**src/rtl/line_mem_arbiter.sv**
```systemverilog
// -----------------------------------------------------------------------------
// line_mem_arbiter
//
// Memory-side responder for the two pipeline line ports (instruction fetch and
// data). Both ports present level-held requests. A request is accepted only
// while the arbiter is idle. It is then run as a single transaction on a shared
// line-wide cyc/stb/we/ack bus. The port gets back registered line data and a
// one-cycle resp pulse.
//
// Ports
//   clk, rst_n           clock, synchronous active-low reset
//   ifetch_read          instruction line read request (held until ifetch_resp)
//   ifetch_address       instruction line address
//   ifetch_rdata         instruction line data, valid with/after ifetch_resp
//   ifetch_resp          one-cycle completion pulse, instruction port
//   mem_read, mem_write  data line read/write requests (held until mem_resp)
//   mem_address          data line address
//   mem_wdata, mem_sel   write data and byte enables (sel ignored on reads)
//   mem_rdata            data line read data, valid with/after mem_resp
//   mem_resp             one-cycle completion pulse, data port
//   bus_cyc, bus_stb     bus transaction active (identical)
//   bus_we, bus_adr      write strobe and line address
//   bus_sel, bus_dat_w   byte enables (all ones on reads) and write data
//   bus_dat_r, bus_ack   read data and completion (ack may come with first stb)
//
// Timing
//   A request is sampled in IDLE at cycle 0. Strobe is high in cycles 1..1+k,
//   with ack arriving at 1+k. The resp pulse occurs at cycle 2+k. The arbiter
//   is idle again at cycle 3+k.
// -----------------------------------------------------------------------------
module line_mem_arbiter #(
    parameter int ADDR_W = 12,
    parameter int LINE_W = 128,
    parameter int SEL_W  = LINE_W / 8
) (
    input  logic              clk,
    input  logic              rst_n,

    input  logic              ifetch_read,
    input  logic [ADDR_W-1:0] ifetch_address,
    output logic [LINE_W-1:0] ifetch_rdata,
    output logic              ifetch_resp,

    input  logic              mem_read,
    input  logic              mem_write,
    input  logic [ADDR_W-1:0] mem_address,
    input  logic [LINE_W-1:0] mem_wdata,
    input  logic [SEL_W-1:0]  mem_sel,
    output logic [LINE_W-1:0] mem_rdata,
    output logic              mem_resp,

    output logic              bus_cyc,
    output logic              bus_stb,
    output logic              bus_we,
    output logic [ADDR_W-1:0] bus_adr,
    output logic [SEL_W-1:0]  bus_sel,
    output logic [LINE_W-1:0] bus_dat_w,
    input  logic [LINE_W-1:0] bus_dat_r,
    input  logic              bus_ack
);

    typedef enum logic [2:0] {
        IDLE   = 3'd0,
        BUS_I  = 3'd1,
        BUS_D  = 3'd2,
        RESP_I = 3'd3,
        RESP_D = 3'd4
    } state_t;

    localparam logic GRANT_I = 1'b0;
    localparam logic GRANT_D = 1'b1;

    state_t state;
    state_t next_state;
    logic   last_grant;

    logic ireq;
    logic dreq;
    logic grant_i;
    logic grant_d;

    assign ireq = ifetch_read;
    assign dreq = mem_read | mem_write;

    // Round robin applies only on a tie. A lone request is always granted,
    // whichever port was served last.
    assign grant_i = (state == IDLE) && ireq && (!dreq || (last_grant == GRANT_D));
    assign grant_d = (state == IDLE) && dreq && (!ireq || (last_grant == GRANT_I));

    // -------------------------------------------------------------------------
    // State register
    // -------------------------------------------------------------------------
    always_ff @(posedge clk) begin
        if (!rst_n) state <= IDLE;
        else        state <= next_state;
    end

    // -------------------------------------------------------------------------
    // Next-state logic
    // -------------------------------------------------------------------------
    always_comb begin
        next_state = state;
        unique case (state)
            IDLE: begin
                if (grant_i)      next_state = BUS_I;
                else if (grant_d) next_state = BUS_D;
            end
            BUS_I:   if (bus_ack) next_state = RESP_I;
            BUS_D:   if (bus_ack) next_state = RESP_D;
            // Requests are deliberately not sampled here. This gives the
            // requester the resp cycle to drop or retarget its request.
            RESP_I:  next_state = IDLE;
            RESP_D:  next_state = IDLE;
            default: next_state = IDLE;
        endcase
    end

    // -------------------------------------------------------------------------
    // Outputs decoded from state. Because cyc/stb follow the BUS states
    // directly, a reset mid-transaction drops them at that same edge.
    // -------------------------------------------------------------------------
    always_comb begin
        bus_cyc     = 1'b0;
        bus_stb     = 1'b0;
        ifetch_resp = 1'b0;
        mem_resp    = 1'b0;
        unique case (state)
            BUS_I, BUS_D: begin
                bus_cyc = 1'b1;
                bus_stb = 1'b1;
            end
            RESP_I:  ifetch_resp = 1'b1;
            RESP_D:  mem_resp    = 1'b1;
            default: ;
        endcase
    end

    // -------------------------------------------------------------------------
    // Bus request registers: loaded only on a grant, so they stay stable for
    // the whole strobe window regardless of what the requester does.
    // -------------------------------------------------------------------------
    always_ff @(posedge clk) begin
        if (!rst_n) begin
            bus_we     <= 1'b0;
            bus_adr    <= '0;
            bus_sel    <= '0;
            bus_dat_w  <= '0;
            last_grant <= GRANT_D;
        end else if (grant_i) begin
            bus_we     <= 1'b0;
            bus_adr    <= ifetch_address;
            bus_sel    <= '1;
            bus_dat_w  <= '0;
            last_grant <= GRANT_I;
        end else if (grant_d) begin
            // If read and write are both asserted, the request is treated as a write.
            bus_we     <= mem_write;
            bus_adr    <= mem_address;
            bus_sel    <= mem_write ? mem_sel : '1;
            bus_dat_w  <= mem_write ? mem_wdata : '0;
            last_grant <= GRANT_D;
        end
    end

    // -------------------------------------------------------------------------
    // Read data return. Capture happens only on an ack in the matching BUS
    // state, so stray acks are ignored. A write leaves mem_rdata untouched.
    // -------------------------------------------------------------------------
    always_ff @(posedge clk) begin
        if (!rst_n) begin
            ifetch_rdata <= '0;
            mem_rdata    <= '0;
        end else begin
            if ((state == BUS_I) && bus_ack)
                ifetch_rdata <= bus_dat_r;
            if ((state == BUS_D) && bus_ack && !bus_we)
                mem_rdata <= bus_dat_r;
        end
    end

endmodule

```
**config.mk**
```make
export PLATFORM = sky130hd
export DESIGN_NAME = line_mem_arbiter
export DESIGN_NICKNAME = d
export VERILOG_FILES = /design/src/rtl/line_mem_arbiter.sv
export SDC_FILE = /design/constraint.sdc
export NUM_CORES = 1
export LEC_CHECK = 0
export CAP_MARGIN = 20
export CORE_AREA = 2 2 279 281
export DETAILED_ROUTE_END_ITERATION = 8
export DIE_AREA = 0 0 281 283
export GPL_TIMING_DRIVEN = 0
export SYNTH_ARGS = -nofsm -noshare
export SYNTH_HDL_FRONTEND = slang
export SYNTH_SLANG_ARGS = --single-unit
```
**constraint.sdc**
```tcl
create_clock -name clk -period 2.6 [get_ports clk]
set_clock_uncertainty 0.2 [all_clocks]
set_input_delay 0.52 -clock clk [delete_from_list [all_inputs] [get_ports clk]]
set_output_delay 0.52 -clock clk [all_outputs]
set_load 0.02 [all_outputs]
```
==> impl_metrics.yaml <==
run_status:
  status: "finished, final reports clean"
grt:
  grt_pass1_wl_mm: 114
  antenna_found_initial: 10
  gr-total-overflow: 0
  grt_max_degree: 15
  gr-usage-all-layers: 0.192
  grt_pass1_vias: 16400
synthesis:
  synth.area.top_cells: "dfxtp_1 54%, a21oi_1 12%, o21ai_0 8.3%"
  synth_mux_area_frac: 0.000726
  ys_ff_latch: 417
  synth_top_area_frac: 0.538
  synth-async-reset-ratio: 0
  synth_cell_types: 34
  synth_cells: 1877
  yosysTopAreaCell: "dfxtp_1"
  synth-compound-area-share: 0.229
  synth-simple-area-share: 0.169
  synth_edf_count: 0
  postSynthNetCount: 2179
  syn_area_um2: 15500
  synth_seq_area_share: 0.538
  synth_top_family_by_area: "compound AO/OA/AOI/OAI gates"
  syn_area_per_cell_um2: 8.26
  synth_xor_area_frac: 0.000565
  synth-warning-count: 0
  yosys_most_used_dff: "dfxtp_1"
  synth_adder_area_share: 0
die:
  die-area_um2: 79500
  start_util: 0.202
  row_count: 102
  core_area_um2: 76700
  die_w_um: 281
  ios: 719
  die_y_um: 283
sta:
  slew_headroom: 0.466
  finalSetupViolCount: 0
  fin_ws_ns: 0.112
  period_share: 0.957
  period_minus_slack_ns: 2.49
  final_max_slew_viol_count: 0
  fmax_mhz: 402
  hold_viol: 0
  tightest_slew_ns: 0.801
  rsz0062_at_grt: "false"
clock_network:
  clk_pin_slew_ns: 0.06
  clock_latency_ns: 0.60
  cts_tree: "done"
  root_buffer: "clkbuf_16"
  cts_max_level: 2
  cts_sinks: 417
  cts_made_buffers: 49
  cts-hold-fix-buffers: 0
  cts_buffer_depth: 3
placement:
  hpwl_mm: 61.9
  dp_worst_setup_slack_ns: -0.857
  post-place-cells: 3633
  portBuffers: 716
  dpl-instance-area_um2: 24000
  globalplace.congestion: 0.933
drt:
  vias_per_cell: 4.70
  drtAntennaViolNets: 0
  drt_iter0_drc: 1407
  first_pass_iters: 5
  drt_wl_total_mm: 80.5
  vias: 17500
  drcViolationCount: 0
  wl_per_cell_um: 21.6
finish:
  layout-drive-gt1-share: 0.0627
  final_core_util: 0.336
  syn2layout_area_growth_pct: 66.1
  fin_cells: 3727
  nets: 2947
  post-route-cell-area_um2: 25800
worst_hold_path:
  holdCritPathClass: "input port to flip-flop"
setup_path:
  cp_slowest_cell: "clkdlybuf4s50_1"
  path_cells: "clkdlybuf4s50_1"
  cp.required_ns: 1.88
  path_buf_inv: 1
  worst_setup_path_end_kind: "output pin"
  critPathKind: "flip-flop to output pin"
  slowest_delay_ns: 0.68
  crit_arrival_ns: 1.77
  crit_fanout: 5
  crit_family: "buffers and inverters"
  cp-start-kind: "flip-flop"
pwr:
  finalPower_w: 0.0181
  irDropWorstVdd_v: 0.000529
  total_leakage_power_nw: 8.45
  power_density_nw_per_um2: 704
job:
  timing.max_cap.violations: 0
-- final timing paths --
check	start	to	slack, ns	cells after the start
worst max register to register	state[2]	bus_adr[9]	0.15	5
worst min-delay path	ifetch_read	state[0]	0.17	3
worst min register to register	ifetch_rdata[34]	ifetch_rdata[34]	0.25	2
worst max-delay path	bus_we	bus_we	0.11	1
-- flip-flops by register name, indices dropped and copies added, names as in the netlist --
signal and cells:
state 3, mem_rdata 128, bus_dat_w 128, ifetch_rdata 128, last_grant 1, bus_adr 12, bus_sel 16, bus_we 1
-- cells in the final DEF, fill, tap and decap left out, drive strengths merged --
cell type,n
bufinv,7
o2bb2ai,1
nor3,3
or3,1
a2bb2oi,1
o21ai,259
a21oi,387
nor2,3
inv,30
dfxtp,417
nor3b,1
clkinvlp,1
nand4bb,2
nand4,141
and4bb,1
clkbuf,211
o221a,16
diode,8
clkdlybuf4s50,712
nor4bb,1
and3,1
buf,65
a31o,1
dlygate4sd2,1
o221ai,12
mux2,1
nor4,2
clkinv,9
o21bai,1
xnor2,1
and3b,1
nand3,129
nand2,257
clkdlybuf4s15,3
-- cell usage after synthesis (2+ instances only) --
cell type,count
a21oi_1,387
buf_1,8
buf_2,54
buf_4,2
clkbuf_1,147
dfxtp_1,417
inv_1,25
nand2_1,257
nand3_1,129
nand4_1,141
nand4bb_1,2
nor2_1,2
nor3_1,2
nor4_1,2
o21ai_0,258
o221a_1,9
o221a_2,7
o221ai_1,12
-- where the power goes --
group          switching, W  internal (W)  leakage (nW)
clock               0.00298       0.00441         0.837
combinational       0.00230       0.00148          4.23
sequential         0.000203       0.00676          3.38
-- area by class of cell --
type	instances	area (um^2)
Inverter	26	97.6
Tap cell	1040	1300
Multi-Input combinational cell	1223	6210
Clock inverter	21	340
Antenna cell	8	20.0
Clock buffer	64	1360
Fill cell	8034	50900
Sequential cell	417	8350
Timing Repair Buffer	717	7170
Buffer	211	901
-- per-layer routing --
layer  part of all wire  global-route usage
met2               0.45               0.305
met1               0.43               0.250
met5            0.00016                   0
met3              0.083              0.0494
met4              0.036              0.0706
-- repair_timing --
action	4_1_cts	5_1_grt
setup buffers	1	0
gates cloned	0	0
pin swaps	1	0
resized for setup	22	18
endpoints found under the setup margin	178	65
-- metrics by stage --
step	setup TNS (ns)	hold slack (ns)
after CTS	0	0.131
after floorplan	0	0.333
after global routing	0	0.160
after detailed placement	-182.05	0.246
final	0	0.170
after global placement	-174.27	0.242
-- cells by family after synthesis --
group | Yosys count
flip-flops | 417
XOR/XNOR | 1
AO/OA/AOI/OAI | 678
multiplexers | 1
buffers and inverters | 237
AND/OR/NAND/NOR | 543
Note: power is estimated with default switching activity, not from simulation.
